[src/rtl/packet_reorder_emitter.sv]
// In-order release of circular-buffer packets: waits on the per-slot status,
// drops or fetches the slot word, and emits passing packets over valid/ready.
module packet_reorder_emitter #(
    parameter int TAG_WIDTH            = 6,
    parameter int CIRCULAR_BUFFER_SIZE = 50,
    parameter int DATA_WIDTH           = 64
) (
    input  logic                  clk,
    input  logic                  rst,
    input  logic                  alloc_valid,
    output logic                  alloc_stall,
    output logic [TAG_WIDTH-1:0]  cb_reorder_tag,
    input  logic [1:0]            cb_rd_packet_status,
    output logic                  clr_valid,
    output logic [TAG_WIDTH-1:0]  clr_tag,
    output logic                  mem_rd_en,
    output logic [TAG_WIDTH-1:0]  mem_rd_addr,
    input  logic [DATA_WIDTH-1:0] mem_rd_data,
    output logic                  out_valid,
    input  logic                  out_ready,
    output logic [DATA_WIDTH-1:0] out_data,
    output logic [TAG_WIDTH-1:0]  out_tag,
    output logic [15:0]           emit_cnt,
    output logic [15:0]           drop_cnt,
    output logic                  overflow_err
);

    localparam int OCC_W = $clog2(CIRCULAR_BUFFER_SIZE + 1);

    typedef enum logic [1:0] {WAIT, FETCH, SEND} state_t;

    state_t                state;
    logic [OCC_W-1:0]      occ;
    logic [TAG_WIDTH-1:0]  tag;
    logic [TAG_WIDTH-1:0]  tag_next;
    logic [DATA_WIDTH-1:0] data_q;
    logic                  send_first;
    logic                  alloc_ok;
    logic                  do_fetch;
    logic                  do_drop;
    logic                  handshake;
    logic                  release_pkt;

    assign alloc_stall    = (occ == OCC_W'(CIRCULAR_BUFFER_SIZE));
    assign cb_reorder_tag = tag;
    assign out_tag        = tag;
    // Read data lands in the first SEND cycle; it is forwarded then and held from data_q after.
    assign out_data       = send_first ? mem_rd_data : data_q;

    always_comb begin
        alloc_ok    = alloc_valid && !alloc_stall;
        do_fetch    = (state == WAIT) && (occ != '0) && cb_rd_packet_status[0] && cb_rd_packet_status[1];
        do_drop     = (state == WAIT) && (occ != '0) && cb_rd_packet_status[0] && !cb_rd_packet_status[1];
        handshake   = (state == SEND) && out_valid && out_ready;
        release_pkt = do_drop || handshake;
        tag_next    = (tag == TAG_WIDTH'(CIRCULAR_BUFFER_SIZE - 1)) ? '0 : tag + 1'b1;
    end

    always_ff @(posedge clk or negedge rst) begin
        if (!rst) begin
            occ          <= '0;
            overflow_err <= 1'b0;
        end else begin
            case ({alloc_ok, release_pkt})
                2'b10:   occ <= occ + OCC_W'(1);
                2'b01:   occ <= occ - OCC_W'(1);
                default: occ <= occ;
            endcase
            if (alloc_valid && alloc_stall)
                overflow_err <= 1'b1;
        end
    end

    always_ff @(posedge clk or negedge rst) begin
        if (!rst) begin
            state       <= WAIT;
            tag         <= '0;
            clr_valid   <= 1'b0;
            clr_tag     <= '0;
            mem_rd_en   <= 1'b0;
            mem_rd_addr <= '0;
            out_valid   <= 1'b0;
            data_q      <= '0;
            send_first  <= 1'b0;
            emit_cnt    <= '0;
            drop_cnt    <= '0;
        end else begin
            clr_valid <= 1'b0;
            case (state)
                WAIT: begin
                    if (do_fetch) begin
                        state       <= FETCH;
                        mem_rd_en   <= 1'b1;
                        mem_rd_addr <= tag;
                    end else if (do_drop) begin
                        clr_valid <= 1'b1;
                        clr_tag   <= tag;
                        tag       <= tag_next;
                        drop_cnt  <= drop_cnt + 16'd1;
                    end
                end
                FETCH: begin
                    mem_rd_en  <= 1'b0;
                    out_valid  <= 1'b1;
                    send_first <= 1'b1;
                    state      <= SEND;
                end
                SEND: begin
                    send_first <= 1'b0;
                    if (send_first)
                        data_q <= mem_rd_data;
                    if (handshake) begin
                        out_valid <= 1'b0;
                        clr_valid <= 1'b1;
                        clr_tag   <= tag;
                        tag       <= tag_next;
                        emit_cnt  <= emit_cnt + 16'd1;
                        state     <= WAIT;
                    end
                end
                default: state <= WAIT;
            endcase
        end
    end

endmodule

[config.mk]
export PLATFORM = sky130hd
export DESIGN_NAME = packet_reorder_emitter
export DESIGN_NICKNAME = d
export VERILOG_FILES = /design/src/rtl/packet_reorder_emitter.sv
export SDC_FILE = /design/constraint.sdc
export NUM_CORES = 1
export LEC_CHECK = 0
export ABC_AREA = 1
export CORE_ASPECT_RATIO = 1.2
export CORE_MARGIN = 2
export CORE_UTILIZATION = 41
export DETAILED_ROUTE_END_ITERATION = 10
export PLACE_DENSITY = 0.82
export SYNTH_ARGS = -nofsm -noshare
export SYNTH_HDL_FRONTEND = slang
export SYNTH_SLANG_ARGS = --single-unit
[constraint.sdc]
create_clock -name clk -period 2.6 [get_ports clk]
set_clock_uncertainty 0.05 [all_clocks]
set_input_delay 0.78 -clock clk [delete_from_list [all_inputs] [get_ports clk]]
set_output_delay 0.78 -clock clk [all_outputs]
set_load 0.05 [all_outputs]
==> results of run 1 <==
==> how the worst max path moves through the flow <==
stage	start	endpoint	slack, ns	cells after the start
2_1_floorplan	send_first$_DFFE_PN0P_	out_data[58]	-0.1	3
3_3_place_gp	cb_rd_packet_status[0]	occ[4]$_DFFE_PN0P_	-0.27	18
3_5_place_dp	cb_rd_packet_status[0]	occ[4]$_DFFE_PN0P_	-0.39	18
4_1_cts	send_first$_DFFE_PN0P_	out_data[13]	0.0006	3
5_1_grt	send_first$_DFFE_PN0P_	out_data[47]	0.002	3
6_report	send_first$_DFFE_PN0P_	out_data[47]	0.05	3
==> registers in the layout (all words and copies together), names as in the netlist <==
register        cells
drop_cnt           16
emit_cnt           16
out_valid           1
send_first          1
clr_tag             6
state               2
mem_rd_addr         6
occ                 6
cb_reorder_tag      6
clr_valid           1
mem_rd_en           1
overflow_err        1
data_q             64
==> per-layer routing <==
layer  part of all wire, %  global-route usage (%)  vias to the layer above
met5                     0                       0                        -
met4                   1.8                   6.767                        0
met3                   5.0                   4.527                       23
met2                    50                   35.42                      183
met1                    43                   24.59                     2829
li1                      -                       -                     3015
==> logic make-up after synthesis <==
logic type | share of synthesized area, %
and+or+nand+nor | 22.52
buffers and inverters | 9.846
AOI/OAI and AO/OA | 12.23
DFF | 48.85
xor gates and xnor gates | 4.442
adders and majority gates | 2.115
==> report_power, final <==
group,internal (mW),switching [mW]
Sequential,2.75,0.442
Combinational,2.42,4.09
Clock,1.46,0.826
Total,6.64,5.36
==> layout make-up <==
cell class                 count  share of cell area (%)
sequential                   127                   31.77
timing repair buffer         219                   28.16
multi-input combinational    550                   27.44
clock buffer                  22                   4.735
inverter                     118                   4.423
tap                          208                   2.599
clock inverter                 7                  0.8746
==> layout by cell type, fill, tap and decap left out, drive strengths merged, types with 5 or more instances in the layout <==
cell	n
a21oi	6
buf	94
clkbuf	22
clkdlybuf4s50	119
dfrtp	127
ha	11
inv	118
nand2	266
nand3	34
nand4	5
nor2	32
nor3	9
o21ai	145
xnor2	10
xor2	23
==> what timing repair did <==
action,in CTS,in global routing
pin swaps,0,1
hold buffers,0,0
endpoints found under the hold margin,0,0
endpoints found under the setup margin,8,38
gates resized for setup,8,42
==> through the flow <==
step | hold slack, ns | cells
global placement | 0.4019 | 1222
CTS | 0.09845 | 1251
global route | 0.1032 | 1251
floorplan | 0.4168 | 836
finish | 0.1142 | 1251
detailed placement | 0.4093 | 1222
==> flow_summary_export.csv, run 1 <==
group,metric,value,unit
run_status,status,"completed",
die,fp.coreArea,0.01558,mm²
setup_path,critical_path.cell_chain,"buf_12 -> o21ai_0 -> buf_12",
setup_path,worst-path-buf-inv,2,
setup_path,r2r-start,"occ[3]$_DFFE_PN0P_",
global_route,grt_overflow_total,0,
layout,seqCellArea,0.003182,mm²
die,dieHeight,142.0,µm
logic_synthesis,ys_types,33,
global_route,grt_max_degree,82,
pwr,p_leak,4.869,nW
drt,via_count,6050,
layout,layout-drive-gt1-share,14.29,%
sta,grt_setup_unrepaired,"no",
drt,avgRoutedWirePerCell,13.47,µm
drt,remaining_drc_errors,0,
setup_path,r2r-end,"occ[4]$_DFFE_PN0P_",
logic_synthesis,synth_edf_count,0,
layout,diodes,0,
cts,clock_path_buffers,2,
setup_path,path_class,"reg2out",
drt,wl,16860,µm
cts,clk_latency,0.41,ns
cts,htree_levels,4,
layout,final_design_area_no_fill,0.01001,mm²
die,io_pins,195,
logic_synthesis,syn_inst,836,
logic_synthesis,synth_top_area_cell,"dfrtp_1",
die,die-area,0.01690,mm²
job,cap_viol_max_count,0,
placed_design,pre_cts_ws,-0.3942,ns
setup_path,timing.critical_path.required,1.77,ns
layout,fin_nets,1114,
cts,cts_buffers,17,
logic_synthesis,synth_top_cell_area_share,48.85,%
cts,clock-root-buffer,"clkbuf_16",
die,die_x,119.0,µm
placed_design,place_congestion,0.8547,
drt,via_per_inst,4.836,
pwr,p_total,12.00,mW
drt,ant_nets,0,
cts,path_clk_slew,0.06,ns
cts,clkSinkCount,127,
global_route,grt_pass1_vias,5736,
setup_path,crit_path_frequent_cell,"buf_12",
cts,post-cts-setup-buffers,0,
sta,max_freq,391.6,MHz
sta,slew_violations,0,
logic_synthesis,synthArstFlopShare,100.0,%
sta,hold_viol,0,
sta,maxSlewHeadroom,54.22,%
placed_design,numPortBuffers,194,
setup_path,cp_max_fo,61,
global_route,grt_pass1_wl,27360,µm
pwr,p_per_area,1198,mW/mm²
logic_synthesis,netlist_area,0.006506,mm²
logic_synthesis,synth-seq-cells,127,
logic_synthesis,yosysWarnings,0,
layout,multiInputGateArea,0.002748,mm²
sta,worst_pin_slew,0.6867,ns
sta,timing.final.crit_share,98.23,%
sta,setup_viol,0,
layout,num-fill-cells,1209,
hold_path,worst_hold_path_type,"in2async",
placed_design,dpl_cell_area,0.009420,mm²
logic_synthesis,synthTopCellsByCount,"nand2_1 (261), o21ai_0 (138), dfrtp_1 (127)",
layout,fin_util,64.29,%
setup_path,worst-r2r-cell-count,16,
layout,synthToLayoutAreaGrowth,53.92,%
drt,dr.first_iter.drc_count,468,
logic_synthesis,synth_area_leaders,"dfrtp_1 (49%), nand2_1 (15%), o21ai_0 (11%), inv_1 (6.7%), xor2_1 (3.1%)",
drt,drt_pre_antenna_iters,4,
die,initial_core_util,41.77,%
global_route,grt.total_usage,20.19,%
logic_synthesis,synthesis.nets,917,
setup_path,path_delay_family,"flip-flops",
cts,cts_tree,"done",
setup_path,start_kind,"flip-flop",
sta,fin_crit,2.554,ns
setup_path,rrSetupSlack,0.24,ns
logic_synthesis,syn_area_per_cell,7.783,µm²
setup_path,max_stage_delay,0.51,ns
pwr,vdd_drop_max,0.0007366,V
logic_synthesis,yosysMostFrequentCell,"nand2_1",
setup_path,end_kind,"output port",
logic_synthesis,ys_seq_area_share,48.85,%
setup_path,slowest_stage,"dfrtp_4",
sta,setup_ws,0.04612,ns
setup_path,critPathArrivalTime,1.72,ns
global_route,antenna_found_initial,0,
sta,tns,0,ns
placed_design,dpl.hpwl,11970,µm
die,rows,50,
logic_synthesis,ys.flop_type,"dfrtp_1",
No activity file was read; power rests on OpenSTA's default activity.
==> inputs of run 2 (changes only) <==
--- a/config.mk
+++ b/config.mk
@@ -9,6 +9,7 @@
 export CORE_ASPECT_RATIO = 1.2
 export CORE_MARGIN = 2
 export CORE_UTILIZATION = 41
+export CTS_CLUSTER_SIZE = 16
 export DETAILED_ROUTE_END_ITERATION = 10
 export PLACE_DENSITY = 0.82
 export SYNTH_ARGS = -nofsm -noshare
==> results of run 2 <==
Same layout as run 1: the final DEF is identical, and so are final timing and power.
